**config.mk**
```make
export PLATFORM = sky130hd
export DESIGN_NAME = spi_ctrl_initiator
export DESIGN_NICKNAME = d
export VERILOG_FILES = /design/src/rtl/spi_ctrl_initiator.sv
export SDC_FILE = /design/constraint.sdc
export NUM_CORES = 1
export LEC_CHECK = 0
export BUFFER_PORTS_ARGS = -buffer_cell sky130_fd_sc_hd__buf_2
export CAP_MARGIN = 20
export CORE_MARGIN = 2
export CORE_UTILIZATION = 42
export CTS_CLUSTER_DIAMETER = 40
export CTS_CLUSTER_SIZE = 16
export DETAILED_ROUTE_END_ITERATION = 10
export HOLD_SLACK_MARGIN = 0.15
export PLACE_DENSITY = 0.71
export SLEW_MARGIN = 0
export SYNTH_ARGS = -nofsm -noshare
export SYNTH_HDL_FRONTEND = slang
export SYNTH_SLANG_ARGS = --single-unit
```
**constraint.sdc**
```tcl
create_clock -name clk -period 2.3 [get_ports clk]
set_clock_uncertainty 0.2 [all_clocks]
set_input_delay 0.23 -clock clk [delete_from_list [all_inputs] [get_ports clk]]
set_output_delay 0.23 -clock clk [all_outputs]
set_load 0.005 [all_outputs]
```
**src/rtl/spi_ctrl_initiator.sv**
```systemverilog
// -----------------------------------------------------------------------------
// spi_ctrl_initiator
//   SPI mode-0 initiator that sends one 16-bit register frame
//   {rw, addr[6:0], data[7:0]} MSB first per start/ready handshake, and
//   captures the final byte returned on cipo for read frames.
//
//   state | meaning
//   ------+---------------------------------------------------------------
//   IDLE  | ready high, ncs high; waits for start
//   SETUP | ncs low, copi = bit15, sclk low for one half-period
//   SHIFT | 32 half-periods of sclk; sample cipo on rise, advance copi on fall
//   HOLD  | sclk low, ncs low, copi holds bit0 for one half-period
//   GAP   | ncs high for one half-period before returning to IDLE
//
// Ports
//   clk, rst_n        system clock, synchronous active-low reset
//   start / ready     frame request handshake (accept on start && ready)
//   rw, addr, wdata   frame contents, captured at accept
//   busy              inverse of ready
//   rdata, rdata_valid last read byte and its one-cycle update strobe
//   sclk, ncs, copi   SPI outputs (sclk idles low, ncs active-low)
//   cipo              SPI input, already synchronous to clk
//
// CLK_DIV is the number of clk cycles per sclk half-period (1..255).
// -----------------------------------------------------------------------------
module spi_ctrl_initiator #(
    parameter int CLK_DIV = 4
) (
    input  logic       clk,
    input  logic       rst_n,
    input  logic       start,
    output logic       ready,
    input  logic       rw,
    input  logic [6:0] addr,
    input  logic [7:0] wdata,
    output logic       busy,
    output logic [7:0] rdata,
    output logic       rdata_valid,
    output logic       sclk,
    output logic       ncs,
    output logic       copi,
    input  logic       cipo
);

    typedef enum logic [2:0] {
        S_IDLE,
        S_SETUP,
        S_SHIFT,
        S_HOLD,
        S_GAP
    } state_t;

    localparam logic [7:0] DIV_LOAD = 8'(CLK_DIV - 1);

    state_t      state_q, state_d;
    logic [7:0]  div_cnt_q, div_cnt_d;
    logic [4:0]  half_cnt_q, half_cnt_d;
    logic [14:0] tx_q, tx_d;        // bits still to send after the one on copi
    logic [7:0]  rx_q, rx_d;        // last eight cipo samples
    logic        rw_q, rw_d;
    logic        ready_q, ready_d;
    logic        sclk_q, sclk_d;
    logic        ncs_q, ncs_d;
    logic        copi_q, copi_d;
    logic [7:0]  rdata_q, rdata_d;
    logic        rdata_valid_q, rdata_valid_d;

    logic        tick;
    logic [15:0] frame;

    assign tick  = (div_cnt_q == 8'd0);
    assign frame = {rw, addr, (rw ? wdata : 8'h00)};

    always_comb begin
        state_d       = state_q;
        div_cnt_d     = tick ? DIV_LOAD : (div_cnt_q - 8'd1);
        half_cnt_d    = half_cnt_q;
        tx_d          = tx_q;
        rx_d          = rx_q;
        rw_d          = rw_q;
        ready_d       = ready_q;
        sclk_d        = sclk_q;
        ncs_d         = ncs_q;
        copi_d        = copi_q;
        rdata_d       = rdata_q;
        rdata_valid_d = 1'b0;

        unique case (state_q)
            S_IDLE: begin
                div_cnt_d = DIV_LOAD;
                if (start && ready_q) begin
                    state_d    = S_SETUP;
                    rw_d       = rw;
                    tx_d       = frame[14:0];
                    copi_d     = frame[15];
                    rx_d       = 8'h00;
                    half_cnt_d = 5'd0;
                    ncs_d      = 1'b0;
                    ready_d    = 1'b0;
                end
            end
            S_SETUP: begin
                if (tick) state_d = S_SHIFT;
            end
            S_SHIFT: begin
                if (tick) begin
                    half_cnt_d = half_cnt_q + 5'd1;
                    if (!sclk_q) begin
                        // cipo is sampled on the edge that raises sclk
                        sclk_d = 1'b1;
                        rx_d   = {rx_q[6:0], cipo};
                    end else begin
                        sclk_d = 1'b0;
                        if (half_cnt_q == 5'd31) begin
                            state_d = S_HOLD;   // copi keeps bit0 through HOLD
                        end else begin
                            copi_d = tx_q[14];
                            tx_d   = {tx_q[13:0], 1'b0};
                        end
                    end
                end
            end
            S_HOLD: begin
                if (tick) begin
                    state_d = S_GAP;
                    ncs_d   = 1'b1;
                    copi_d  = 1'b0;
                    if (!rw_q) begin
                        rdata_d       = rx_q;
                        rdata_valid_d = 1'b1;
                    end
                end
            end
            S_GAP: begin
                if (tick) begin
                    state_d = S_IDLE;
                    ready_d = 1'b1;
                end
            end
            default: state_d = S_IDLE;
        endcase
    end

    always_ff @(posedge clk) begin
        if (!rst_n) begin
            state_q       <= S_IDLE;
            div_cnt_q     <= DIV_LOAD;
            half_cnt_q    <= 5'd0;
            tx_q          <= 15'd0;
            rx_q          <= 8'h00;
            rw_q          <= 1'b0;
            ready_q       <= 1'b1;
            sclk_q        <= 1'b0;
            ncs_q         <= 1'b1;
            copi_q        <= 1'b0;
            rdata_q       <= 8'h00;
            rdata_valid_q <= 1'b0;
        end else begin
            state_q       <= state_d;
            div_cnt_q     <= div_cnt_d;
            half_cnt_q    <= half_cnt_d;
            tx_q          <= tx_d;
            rx_q          <= rx_d;
            rw_q          <= rw_d;
            ready_q       <= ready_d;
            sclk_q        <= sclk_d;
            ncs_q         <= ncs_d;
            copi_q        <= copi_d;
            rdata_q       <= rdata_d;
            rdata_valid_q <= rdata_valid_d;
        end
    end

    assign ready       = ready_q;
    assign busy        = ~ready_q;
    assign sclk        = sclk_q;
    assign ncs         = ncs_q;
    assign copi        = copi_q;
    assign rdata       = rdata_q;
    assign rdata_valid = rdata_valid_q;

endmodule

```
* Word-level counts from Yosys, hierarchy flattened
Index checks and enable logic that the tools add are counted.
** Cells by class
- Eq/ne operators :: 14
- Reductions and logical operators :: 19
- Muxes and demuxes :: 33
- Bitwise gates (word level) :: 3
- Add/subtract/negate cells :: 2
** Operators with widths (count)
- 2-to-1 mux 15 bit :: 4
- 2-to-1 mux 8 bit :: 4
- case mux 15 bit (2 select lines) :: 1
- 2-to-1 mux 3 bit :: 7
- != test 2 bit (second input constant) :: 9
- case mux 8 bit (2 select lines) :: 1
- case mux 3 bit (5 select lines) :: 1
- AND reduction 3 bit :: 5
- 2-to-1 mux 5 bit :: 2
- case mux 5 bit (2 select lines) :: 1
- 2-to-1 mux 1 bit :: 9
- logical NOT 8 bit :: 1
- subtractor 8 x 1 -> 8 bit (second input constant) :: 1
- AND reduction 7 bit :: 1
- == test 3 x 2 -> 1 bit (second input constant) :: 2
- AND reduction 6 bit :: 1
- nonzero test 2 bit :: 3
- adder 5 x 1 -> 5 bit (second input constant) :: 1
- == test 5 bit (second input constant) :: 1
- AND reduction 5 bit :: 1
- case mux 1 bit (2 select lines) :: 2
- AND reduction 2 bit :: 2
- AND reduction 4 bit :: 1
- == test 3 x 1 -> 1 bit (second input constant) :: 1
- 7 further kinds :: 9
** Storage, ports and cells
- Input bits :: 20
- Word-level logic and storage cells :: 83
- Output and inout bits :: 14
- Flip-flop bits (word level) :: 53

* Longest topological paths before layout
Gate-level depths: netlist (run 1).
- Depth after elaboration :: 5
- Depth in mapped cells :: 8
- Mapped depth without buffers :: 7

* Least setup slack after synthesis (run 1)
Ideal clock, no wire load.
- Path kind :: register to register
- From :: reg div_cnt_q[0]
- To :: reg tx_q[10]
- Required time :: 1.982 ns
- Clock period less this slack :: 1.953 ns
- Arrival time :: 1.635 ns
- Setup time :: 0.118 ns
- Setup slack :: 0.347 ns
- Buffers on the path :: 2
- Cell stages (with the launch flop) :: 9
- Path through :: dfxtp_1 > inv_1 > ha_1 > nor3b_2 > nand3_4 > a22o_1 > buf_6 > buf_12 > mux2i_1
** On the way
- Cells in the longest elaborated chain, start to end :: 3
** Ends and longest elaborated chain
- start, declared :: line 56 : logic [7:0] div_cnt_q, div_cnt_d;
- start signal, assigned :: line 160 : div_cnt_q <= div_cnt_d;
- logical NOT 8 bit :: line 71 : assign tick = (div_cnt_q == 8'd0);
- != test 2 bit (no line)
- AND reduction 5 bit (no line)
- end signal, assigned :: line 162 : tx_q <= tx_d;
- end, declared :: line 58 : logic [14:0] tx_q, tx_d;
Every way passes these cells.
A chain may end at the register's enable or synchronous reset.

* Final worst setup path (run 1)
- From :: reg half_cnt_q[0]
- To :: reg tx_q[5]
** On the way
- Cells in the longest elaborated chain, start to end :: 3
** Ends and longest elaborated chain
- start, declared :: line 57 : logic [4:0] half_cnt_q, half_cnt_d;
- start signal, assigned :: line 161 : half_cnt_q <= half_cnt_d;
- == test 5 bit :: line 114 : if (half_cnt_q == 5'd31) begin
- != test 2 bit (no line)
- AND reduction 5 bit (no line)
Every way passes these cells.

==> results of run 1 <==
-- cell families (layout without fill, tap and decap cells) --
logic type               count (synthesis)  in the layout  synth area share, %
multiplexers                            31             31                12.85
XOR/XNOR                                10             10                3.514
AND/OR/NAND/NOR                        108            108                20.99
buffers and inverters                   23             76                5.171
flip-flops                              53             53                42.57
adder cells (fa/ha/maj)                  4              4                2.008
AO/OA/AOI/OAI                           47             47                12.90
-- area by class of cell --
class / count / area (µm²) / area share, %
clock buffers: 5 / 68.82 / 2.265
repair buffers: 63 / 445.4 / 14.66
clock inverters: 3 / 46.29 / 1.524
well taps: 75 / 93.84 / 3.089
inverters: 5 / 18.77 / 0.6178
multi-input cells: 200 / 1304 / 42.92
flip-flops and latches: 53 / 1061 / 34.93
-- layer usage --
| layer | share of wire [%] | routed length [µm] | up-vias |
|---|---|---|---|
| met5 | 0 | 0 | - |
| met2 | 47 | 2498 | 46 |
| met3 | 4.3 | 225 | 6 |
| met4 | 1.2 | 64 | 0 |
| met1 | 47 | 2489 | 972 |
| li1 | - | - | 1063 |
-- path summary, 6_finish.rpt --
path	startpoint	end	slack [ps]
max	half_cnt_q[0]	tx_q[5]	210
min	wdata[0]	tx_q[0]	160
max reg2reg	half_cnt_q[0]	tx_q[5]	210
min reg2reg	div_cnt_q[0]	div_cnt_q[0]	220
-- per-stage QoR --
step,worst slack (ps),cells,hold slack (ps),util (%)
floorplan,346.8,276,179.8,-
global placement,236.8,379,190.3,47.31
detailed placement,171.9,379,201.4,47.31
CTS,145.0,404,159.3,52.22
global route,42.00,404,174.2,52.24
finish,208.8,404,158.4,52.24
-- sequential cells by signal (all words and copies together), names as in the netlist, 3 cells and up --
signal and cells:
rx_q 8, state_q 3, half_cnt_q 5, div_cnt_q 8, tx_q 15, rdata 8
-- power groups by stage --
| stage | Clock [mW] | Combinational, mW | Sequential (mW) |
|---|---|---|---|
| global route | 0.707 | 0.219 | 0.967 |
| detailed placement | 0 | 0.175 | 0.983 |
| finish | 0.642 | 0.198 | 0.963 |
| floorplan | 0 | 0.126 | 0.977 |
| global placement | 0 | 0.172 | 0.982 |
| CTS | 0.656 | 0.197 | 0.963 |
-- worst max-delay path, cell delays in order, from the launching register on --
cell and delay [ps]:
dfxtp_1 350, ha_1 230, and3_1 190, ha_1 180
nand2b_1 160, a22o_2 310, buf_4 220, mux2i_1 130
-- layout by cell type (no fill, tap or decap), drive strengths merged, types with 4 or more instances in the layout --
master / netlist / layout
a21o: 8 / 8
a21oi: 11 / 11
buf: 10 / 46
clkbuf: 8 / 5
dfxtp: 53 / 53
dlygate4sd3: 0 / 17
ha: 4 / 4
inv: 5 / 5
mux2: 8 / 8
mux2i: 23 / 23
nand2: 51 / 51
nand3: 18 / 18
nor2: 21 / 21
nor3: 4 / 4
o21ai: 4 / 4
o22ai: 9 / 9
xnor2: 4 / 4
xor2: 6 / 6
-- repair_timing --
action                                 in CTS  in global routing
endpoints found under the hold margin      17                  0
setup endpoints to repair                   0                  7
resized for setup                           0                  1
hold buffers                               17                  0
==> metrics.yaml, run 1 <==
peakVddDrop_v: 0.0003747
period_minus_slack_ps: 2091
synth-edff-count: 0
drc: 0
placed_area_mm2: 0.002751
cts_tree: "yes"
grt_pass1_wl_mm: 9.135
cp.required_ps: 2290
yosysWarnings: 0
fin_setup_tns_ps: 0
wl_mm: 5.277
crit_type: "reg2reg"
io_pins: 34
finalSetupViolCount: 0
grt_max_degree: 23
synth_flop_cell: "dfxtp_1"
cts.sinks: 53
numCtsBuffers: 5
grt_overflow: 0
n_antenna_cell: 0
gr-usage-met1_pct: 22.89
worstPathMaxFanout: 10
cap_violations: 0
start_util_pct: 42.86
synth_top_area_cell: "dfxtp_1"
end_kind: "flip-flop"
grt_pass1_vias: 2025
core_mm2: 0.005816
drt_pass1_iterations: 4
slew-limit-headroom_pct: 64.70
cts_root_buffer: "clkbuf_8"
drv_slew: 0
p_comb_share_pct: 11.0
powerDensity_mw_per_mm2: 593.3
clock_power_share_pct: 35.6
antenna_found_initial: 0
hp-class: "in2reg"
area_delta_synth_final_pct: 21.89
die_y_um: 81.04
syn_nets: 300
clockBufferDepth: 2
drt_iter0_markers: 93
p_int_mw: 1.369
holdPathStages: 4
ant_nets: 0
syn_area_mm2: 0.002492
synth-seq-area-share_pct: 42.57
clk_pin_slew_ps: 100
synth_top_area_share_pct: 42.57
die_x_um: 81.04
max_freq_ghz: 0.4782
sw_frac_of_total_pct: 24.07
dp_hpwl_mm: 3.636
ys_ff_latch: 53
worst-slew-pin-transition_ps: 528.1
crit_arrival_ps: 2090
postCtsSetupRepairBufs: 0
use_met3_pct: 3.556
cts-htree-levels: 2
fill_cells: 562
grt_setup_unrepaired: "no"
synthCells: 276
power_leakage_nw: 1.358
synth.top_cells.by_area: "dfxtp_1, mux2i_1, nand2_1"
layout-drive-gt1-share_pct: 20.67
rows: 28
wire_per_inst_um: 13.06
finalPower_mw: 1.802
timing.final.crit_share_pct: 90.92
grtUsageMet2_pct: 30.00
syn_avg_cell_area_um2: 9.030
yosysMostFrequentCell: "dfxtp_1"
synth-async-reset-ratio_pct: 0
finalHoldViolCount: 0
reg2regPathDepth: 7
grt-busiest-layer: "met2"
yosysUniqueCellTypes: 48
via_count: 2087
clk-insertion-delay-late_ps: 310
seq_power_share_pct: 53.4
place.gp.congestion: 0.8076
p_sw_mw: 0.4338
dieArea_mm2: 0.006567
avgViaCountPerCell: 5.166
synth_common_cells: "dfxtp_1, nand2_1, mux2i_1"
final_area_mm2: 0.003038
status: "finished clean"
cp-start-kind: "flip-flop"
grt_use_total_pct: 17.93
final_net_count: 352
port_buffers: 33
(Power assumes the default switching activity.)
==> run 2, diff against run 1 <==
ABC_AREA = 1   (was unset)
==> run 2 against run 1 <==
Cell count increased by 15%. Global-route usage decreased by 0.51 points. Critical path depth increased by 1. Cell area decreased by 3.4%. Maximum frequency decreased by 4.0%. Non-clock buffer count decreased by 7. Wire length decreased by 1.1%. Highest routed layer unchanged. Utilization increased by 0.72 points.
==> metrics.yaml, run 2 <==
yosysMostFrequentCell: "nand2_1"
cts-htree-levels: 2  # unchanged
end_kind: "flip-flop"
fin_setup_tns_ps: 0  # unchanged
grt_overflow: 0  # unchanged
rows: 27  # -3.6%
clk_pin_slew_ps: 100  # about the same
multi_input_area_mm2: 0.001187  # -8.9%
worstPathMaxFanout: 4  # -6
avgViaCountPerCell: 4.879  # -5.6%
drt_pass1_iterations: 4  # unchanged
area_delta_synth_final_pct: 21.38
port_buffers: 33  # unchanged
max_freq_ghz: 0.4592  # -4.0%
finalSetupViolCount: 0  # unchanged
synth.top_cells.by_area: "dfxtp_1, nand2_1, a21oi_1"
antenna_found_initial: 0  # unchanged
finalPower_mw: 2.611  # +45%
synth-seq-area-share_pct: 43.89  # +1.3 points
peakVddDrop_v: 0.0004216  # +13%
io_pins: 34  # unchanged
n_antenna_cell: 0  # unchanged
drt_iter0_markers: 117  # +26%
synth_flop_cell: "dfxtp_1"
timing.final.crit_share_pct: 94.68  # +3.8 points
mostFrequentLayoutCell: "nand2_1"
grt_pass1_wl_mm: 8.838  # -3.3%
syn_avg_cell_area_um2: 7.131  # -21%
cts_root_buffer: "clkbuf_8"
layout_common_cells: "nand2_1, dfxtp_1, nor2_1"
via_count: 2259  # +8.2%
cts_tree: "yes"
ant_nets: 0  # unchanged
synth_common_cells: "nand2_1, dfxtp_1, nor2_1"
postCtsSetupRepairBufs: 0  # unchanged
cp.required_ps: 2310  # +20 ps
core_mm2: 0.005540  # -4.7%
worst-slew-pin-transition_ps: 397.2  # -130.9 ps
hold_ws_ps: 166.9  # +8.526 ps
layout-drive-gt1-share_pct: 17.39  # -3.3 points
yosysWarnings: 0  # unchanged
cp-start-kind: "flip-flop"
reg2regPathDepth: 8  # +1
dieArea_mm2: 0.006378  # -2.9%
power_leakage_nw: 1.313  # -3.3%
die_y_um: 79.87  # -1.4%
syn_nets: 363  # +21%
cts.sinks: 53  # unchanged
status: "finished clean"
crit_arrival_ps: 2190  # +100 ps
die_x_um: 79.87  # -1.4%
drv_slew: 0  # unchanged
synthCells: 339  # +23%
synth_top_area_cell: "dfxtp_1"
finalHoldViolCount: 0  # unchanged
fill_cells: 544  # -3.2%
wl_mm: 5.218  # -1.1%
crit_type: "reg2reg"
synth_top_area_share_pct: 43.89  # +1.3 points
clockBufferDepth: 2  # unchanged
yosysUniqueCellTypes: 26  # -46%
place.gp.congestion: 0.8304  # +2.8%
drc: 0  # unchanged
dp_hpwl_mm: 3.433  # -5.6%
ys_ff_latch: 53  # unchanged
final_net_count: 414  # +18%
clk-insertion-delay-late_ps: 320  # about the same
start_util_pct: 43.63  # +0.77 points
syn_area_mm2: 0.002417  # -3.0%
largest_reg_flops: 15  # unchanged
synth-edff-count: 0  # unchanged
synth-async-reset-ratio_pct: 0  # unchanged
regArea_mm2: 0.001061  # unchanged
powerDensity_mw_per_mm2: 889.8  # +50%
grt_pass1_vias: 2058  # +1.6%
hp-class: "in2reg"
wire_per_inst_um: 11.27  # -14%
period_minus_slack_ps: 2178  # +86.42 ps
grt_use_total_pct: 17.42  # -0.51 points
numCtsBuffers: 5  # unchanged
slew-limit-headroom_pct: 73.52  # +8.8 points
cap_violations: 0  # unchanged
top_register: "tx_q"
grt_setup_unrepaired: "no"
grt_max_degree: 24  # +4.3%
holdPathStages: 5  # +1
[run 2: per-layer routing]
layer  track usage, %  vias to the layer above  share of wire [%]
met5                0                        -                  0
met4            6.949                        0                1.9
met3            4.072                        9                4.4
met2            29.33                       45                 46
met1            21.43                     1014                 47
li1                 -                     1191                  -
[run 2: area by class of cell]
| cell class | instances | share of cell area (%) |
|---|---|---|
| Multi-Input combinational cell | 248 | 40.47 |
| Sequential cell | 53 | 36.16 |
| Timing Repair Buffer | 56 | 13.13 |
| Inverter | 26 | 3.326 |
| Tap cell | 72 | 3.070 |
| Clock buffer | 5 | 2.345 |
| Clock inverter | 3 | 1.493 |
[run 2: where the power goes]
| group | switching (mW) | internal, mW | total (mW) | leakage [nW] |
|---|---|---|---|---|
| clock | 0.323 | 0.327 | 0.649 | 0.0585 |
| combinational | 0.539 | 0.301 | 0.840 | 0.825 |
| sequential | 0.0789 | 1.04 | 1.12 | 0.430 |
[run 2: kinds of logic after synthesis]
logic type,count (synthesis),share of synthesized area [%]
buffers and inverters,38,6.987
adders and majority gates,4,2.070
and+or+nand+nor,179,32.56
xor gates and xnor gates,3,1.087
DFF,53,43.89
AOI/OAI and AO/OA,62,13.41
[run 2: through the flow]
step | setup WS [ps] | cell area, µm² | std cells | util, %
after floorplan | 612.6 | 2417 | 339 | -
after global placement | 386.2 | 2631 | 436 | 47.49
after detailed placement | 324.2 | 2631 | 436 | 47.49
after CTS | 148.6 | 2934 | 463 | 52.96
after global routing | 35.50 | 2934 | 463 | 52.96
final | 122.4 | 2934 | 463 | 52.96
[run 2: worst max-delay path, cell delays in order (launching register included)]
cell           delay (ps)
dfxtp_1               320
inv_1                 110
ha_1                  160
nand2_1               100
o21ai_0               330
o211ai_1              150
nand2_1                80
nand3_1                60
dlygate4sd3_1         570
[run 2: timing repair]
action                                 4_1_cts  5_1_grt
gates resized for setup                      0        0
endpoints found under the hold margin       29        0
hold buffers                                19        0
[run 2: worst paths after layout]
path | startpoint | to | slack (ps)
worst max-delay path | div_cnt_q[0] | ncs | 120
worst min register to register | div_cnt_q[0] | div_cnt_q[0] | 210
worst max register to register | div_cnt_q[0] | ncs | 120
worst min-delay path | start | rw_q | 170
